## config.mk

```make
export PLATFORM = sky130hd
export DESIGN_NAME = rv_multicycle_ctrl
export DESIGN_NICKNAME = d
export VERILOG_FILES = /design/src/rtl/rv_multicycle_ctrl.sv
export SDC_FILE = /design/constraint.sdc
export NUM_CORES = 1
export LEC_CHECK = 0
export ABC_AREA = 0
export CAP_MARGIN = 20
export CORE_MARGIN = 2
export CORE_UTILIZATION = 53
export CTS_CLUSTER_DIAMETER = 150
export DETAILED_ROUTE_END_ITERATION = 16
export PLACE_DENSITY = 0.86
export SETUP_SLACK_MARGIN = 0.02
export SYNTH_ARGS = -nofsm -noshare
export SYNTH_HDL_FRONTEND = slang
export SYNTH_SLANG_ARGS = --single-unit
```

## constraint.sdc

```tcl
create_clock -name i_clk -period 6.4 [get_ports i_clk]
set_clock_uncertainty 0.2 [all_clocks]
set_input_delay 1.92 -clock i_clk [delete_from_list [all_inputs] [get_ports i_clk]]
set_output_delay 1.92 -clock i_clk [all_outputs]
set_load 0.05 [all_outputs]
```

## src/rtl/rv_multicycle_ctrl.sv

```systemverilog
// Multi-cycle RISC-V control sequencer: holds one instruction at a time, steps the
// datapath through DECODE/EXEC/MEM/WB, owns the PC and flags illegal ops / memory timeouts.
module rv_multicycle_ctrl #(
  parameter logic [31:0] RESET_PC    = 32'h0000_0000,
  parameter int unsigned MEM_TIMEOUT = 15
) (
  input  logic        i_clk,
  input  logic        rst,
  input  logic        i_instr_valid,
  input  logic [31:0] i_instr,
  output logic        o_instr_ready,
  output logic [31:0] o_ir,
  output logic [31:0] o_pc,
  input  logic        i_branch_taken,
  input  logic [31:0] i_target,
  output logic        o_alu_en,
  output logic        o_mem_req,
  output logic        o_mem_we,
  input  logic        i_mem_ack,
  output logic        o_rf_we,
  output logic        o_retired,
  output logic        o_illegal,
  output logic        o_mem_err
);

  // state    | meaning
  // S_FETCH  | waiting for an instruction handshake
  // S_DECODE | classify opcode held in o_ir
  // S_EXEC   | ALU capture, branch resolve, JAL target capture
  // S_MEM    | data-memory request outstanding, timeout counting
  // S_WB     | register writeback and PC advance
  // S_TRAP   | report illegal opcode or memory timeout, skip instruction
  typedef enum logic [2:0] {
    S_FETCH, S_DECODE, S_EXEC, S_MEM, S_WB, S_TRAP
  } state_t;

  localparam logic [6:0] OPC_OP_IMM = 7'b0010011;
  localparam logic [6:0] OPC_OP     = 7'b0110011;
  localparam logic [6:0] OPC_LUI    = 7'b0110111;
  localparam logic [6:0] OPC_LOAD   = 7'b0000011;
  localparam logic [6:0] OPC_STORE  = 7'b0100011;
  localparam logic [6:0] OPC_BRANCH = 7'b1100011;
  localparam logic [6:0] OPC_JAL    = 7'b1101111;
  localparam logic [7:0] TO_LAST    = 8'(MEM_TIMEOUT - 1);

  state_t      r_state;
  logic [7:0]  r_cnt;
  logic [31:0] r_jal_tgt;
  logic        r_cause_mem;

  logic        w_is_alu;
  logic        w_is_load;
  logic        w_is_store;
  logic        w_is_branch;
  logic        w_is_jal;
  logic        w_legal;
  logic [31:0] w_pc_inc;

  assign w_is_alu    = (o_ir[6:0] == OPC_OP_IMM) || (o_ir[6:0] == OPC_OP) ||
                       (o_ir[6:0] == OPC_LUI);
  assign w_is_load   = (o_ir[6:0] == OPC_LOAD);
  assign w_is_store  = (o_ir[6:0] == OPC_STORE);
  assign w_is_branch = (o_ir[6:0] == OPC_BRANCH);
  assign w_is_jal    = (o_ir[6:0] == OPC_JAL);
  assign w_legal     = w_is_alu || w_is_load || w_is_store || w_is_branch || w_is_jal;
  assign w_pc_inc    = o_pc + 32'd4;

  always_ff @(posedge i_clk or posedge rst) begin
    if (rst) begin
      r_state     <= S_FETCH;
      o_pc        <= RESET_PC;
      o_ir        <= '0;
      r_cnt       <= '0;
      r_jal_tgt   <= '0;
      r_cause_mem <= 1'b0;
    end else begin
      case (r_state)
        S_FETCH: begin
          if (i_instr_valid) begin
            o_ir    <= i_instr;
            r_state <= S_DECODE;
          end
        end
        S_DECODE: begin
          if (w_legal) begin
            r_state <= S_EXEC;
          end else begin
            r_cause_mem <= 1'b0;
            r_state     <= S_TRAP;
          end
        end
        S_EXEC: begin
          if (w_is_jal) r_jal_tgt <= i_target;
          if (w_is_load || w_is_store) begin
            r_cnt   <= '0;
            r_state <= S_MEM;
          end else if (w_is_branch) begin
            o_pc    <= i_branch_taken ? i_target : w_pc_inc;
            r_state <= S_FETCH;
          end else begin
            r_state <= S_WB;
          end
        end
        S_MEM: begin
          // an ack on the last allowed cycle still wins over the timeout
          if (i_mem_ack) begin
            if (w_is_store) begin
              o_pc    <= w_pc_inc;
              r_state <= S_FETCH;
            end else begin
              r_state <= S_WB;
            end
          end else if (r_cnt == TO_LAST) begin
            r_cause_mem <= 1'b1;
            r_state     <= S_TRAP;
          end else begin
            r_cnt <= r_cnt + 8'd1;
          end
        end
        S_WB: begin
          o_pc    <= w_is_jal ? r_jal_tgt : w_pc_inc;
          r_state <= S_FETCH;
        end
        S_TRAP: begin
          o_pc    <= w_pc_inc;
          r_state <= S_FETCH;
        end
        default: r_state <= S_FETCH;
      endcase
    end
  end

  assign o_instr_ready = (r_state == S_FETCH) && !rst;
  assign o_alu_en      = (r_state == S_EXEC);
  assign o_mem_req     = (r_state == S_MEM);
  assign o_mem_we      = (r_state == S_MEM) && w_is_store;
  assign o_rf_we       = (r_state == S_WB) && (o_ir[11:7] != 5'd0);
  assign o_retired     = (r_state == S_WB) ||
                         ((r_state == S_EXEC) && w_is_branch) ||
                         ((r_state == S_MEM) && w_is_store && i_mem_ack);
  assign o_illegal     = (r_state == S_TRAP) && !r_cause_mem;
  assign o_mem_err     = (r_state == S_TRAP) && r_cause_mem;

endmodule

```

==> impl_metrics.csv <==
group,metric,value,unit
placement,place_inst,761,
clocking,htreeDepth,3,
pwr,power.share.combinational,0.527,
clocking,post_cts_resized,0,
pwr,seq_power_share,0.342,
clocking,cts_hold_buf,0,
sta,setup_ws,0.5017,ns
yosys,yosysMostFrequentCell,"dfrtp_1",
sta,finalCritPeriodShare,0.9216,
route,drt-vias-per-instance,6.224,
yosys,synth-edff-count,0,
route,wl_per_cell,18.58,µm
grt,grt.total_usage,0.2604,
layout,n_antenna_cell,0,
clocking,cts.sinks,108,
yosys,syn_area,5538,µm²
floorplanning,die_area,11280,µm²
floorplanning,coreArea,10230,µm²
route,ant_nets,0,
yosys,synth_top_area_frac,0.4880,
clocking,cts_tree,"done",
clocking,worstSkewPairLatency,0.38,ns
sta,rsz0062_at_grt,"no",
placement,portBuffers,140,
grt,overflow,0,
clocking,post-cts-setup-buffer-count,0,
pwr,power.density,481.6,nW/µm²
pwr,power_switching,1.713,mW
grt,grt_first_pass_wirelength,23570,µm
route,drt_iter0_drc,292,
route,wirelength,14460,µm
floorplanning,boundaryPins,141,
clocking,clockRootBuffer,"clkbuf_8",
setup_path,ff2ff_setup_slack,2.87,ns
setup_path,rr_endpoint,"o_pc[25]",
pwr,p_clk_frac,0.131,
yosys,async_flop_share,1.000,
setup_path,worstSetupEndpointType,"output port",
yosys,avgSynthCellArea,10.86,µm²
layout,synthToLayoutAreaGrowth,31.83,%
hold_path,worstHoldStart,"o_ir[21]",
sta,setup_viol,0,
yosys,synth.distinct_cells,60,
yosys,synth_top_area_cell,"dfrtp_1",
flow_run,maxCapViolCount,0,
clocking,cts_buffers,9,
route,drc_errors,0,
setup_path,startpoint_type,"input pin",
placement,finalWeightedCongestion,0.9048,
hold_path,min_to,"o_ir[21]",
route,via_count,4842,
yosys,yosys_warnings,0,
floorplanning,core.rowCount,37,
pwr,power.total,3.516,mW
route,firstDrtPassIters,5,
sta,whs,0.3119,ns
yosys,syn_nets,582,
layout,fin_nets,710,
pwr,ir_drop,359.5,µV
grt,antenna_found_initial,0,
layout,stdcell_count,778,
placement,pre_cts_ws,0.5235,ns
clocking,cts_max_path_buffers,2,
layout,drive_gt1_frac,0.1495,
setup_path,rr_worst_depth,6,
placement,dpl.hpwl,9863,µm
yosys,synthTopCellsByCount,"dfrtp_1 (108), mux2_2 (64), o21ai_0 (30), clkbuf_1 (27), nor2_1 (24)",
setup_path,cp.arrival,3.78,ns
pwr,p_leak,3.029,nW
sta,slew_violations,0,
grt,grt_max_degree,80,
sta,hold_viol_final,0,
setup_path,cp.required,4.28,ns
floorplanning,initial_core_util,0.5413,
sta,tightest_slew,1.006,ns
sta,slew_headroom,0.3293,
yosys,synthCells,510,
yosys,ys_ff_latch,108,
floorplanning,die_w,106.2,µm
setup_path,critPathMaxFanout,4,
sta,tns,0,ns
outcome,outcome,"completed",
hold_path,hp-class,"reg2reg",
pwr,p_sw_frac,0.4870,
clocking,clk_pin_slew,0.09,ns
pwr,internal_power,1.804,mW
setup_path,worstSetupPathType,"in2out",
yosys,ys_seq_area_frac,0.4880,
sta,fmax,169.5,MHz
hold_path,holdPathStages,1,
yosys,ys.flop_type,"dfrtp_1",
grt,grt_pass1_vias,4977,
sta,layout_min_cycle_time,5.898,ns
setup_path,timing.rr.start,"r_state[0]",
floorplanning,die_y,106.2,µm
yosys,synthTopCellsByArea,"dfrtp_1 (49%), mux2_2 (13%), a22oi_1 (2.8%)",
-- critical path, cell delays in order --
cell	delay, ns
clkdlybuf4s50_1	0.54
and3b_1	0.18
o2111ai_1	0.21
nand2_1	0.12
clkdlybuf4s50_1	0.80
-- registers in the layout, indices dropped and copies added, names as in the netlist --
| register | cells |
|---|---|
| o_ir | 32 |
| o_pc | 32 |
| r_jal_tgt | 32 |
| r_cnt | 8 |
| r_state | 3 |
| r_cause_mem | 1 |
-- stage by stage --
| stage | util | instance area, µm² |
|---|---|---|
| floorplan | - | 5538 |
| global placement | 0.6894 | 7053 |
| detailed placement | 0.6894 | 7053 |
| CTS | 0.7104 | 7268 |
| global route | 0.7136 | 7301 |
| finish | 0.7136 | 7301 |
-- how the worst max path moves through the flow --
stage,from,to,slack [ns],cells past startpoint
final,i_mem_ack,o_retired,0.50,5
after global routing,i_mem_ack,o_retired,0.44,5
after CTS,i_mem_ack,o_retired,0.50,5
after detailed placement,i_mem_ack,o_retired,0.52,5
after global placement,i_mem_ack,o_retired,0.57,5
after floorplan,rst,o_instr_ready,0.91,1
-- cells in the final DEF (no fill, tap or decap), drive strengths merged, types with 4 or more instances in the layout --
cell type,netlist,layout
nand2,22,22
dfrtp,108,108
clkdlybuf4s50,0,140
a22oi,21,21
nor4,10,10
o31a,7,7
xor2,6,6
a21o,7,7
a22o,13,13
o31ai,9,9
nor2,24,24
a221oi,6,6
nand4,12,12
inv,16,16
or4,4,4
nor3b,5,5
o41ai,5,5
o2bb2ai,7,7
nand3,13,13
and3,10,10
o21ai,30,30
nor3,10,10
buf,5,8
clkbuf,27,12
mux2,64,64
o22ai,7,7
a21oi,15,15
-- power by group through the flow --
| stage | Sequential (mW) | Clock, mW | Combinational [mW] |
|---|---|---|---|
| 3_3_place_gp | 1.19 | 0 | 1.81 |
| 5_1_grt | 1.24 | 0.492 | 1.95 |
| 3_5_place_dp | 1.21 | 0 | 1.85 |
| 4_1_cts | 1.19 | 0.466 | 1.85 |
| 6_report | 1.20 | 0.460 | 1.85 |
| 2_1_floorplan | 1.82 | 0 | 0.569 |
-- layer usage --
layer,wire [µm],global-route usage,vias to the layer above
met4,325,0.1306,0
met5,0,0,-
li1,-,-,2201
met2,6772,0.4052,254
met3,1512,0.07603,27
met1,5846,0.3320,2360
-- logic make-up (layout without fill, tap and decap cells) --
family,Yosys count,in the layout,share of synthesized area
compound gates,146,146,0.1869
xor+xnor,6,6,0.009489
fa+ha+maj,3,3,0.006779
buf+inv,48,180,0.03299
flops,108,108,0.4880
mux,65,65,0.1319
simple gates,134,134,0.1439
-- layout make-up --
class	count	area, µm²
multi-input cells	354	2664
clock inverters	4	73.82
repair buffers	149	1486
well taps	136	170.2
flip-flops and latches	108	2703
inverters	16	62.56
clock buffers	11	141.4
fillers	728	2930
Power figures use the tool's default switching activity.
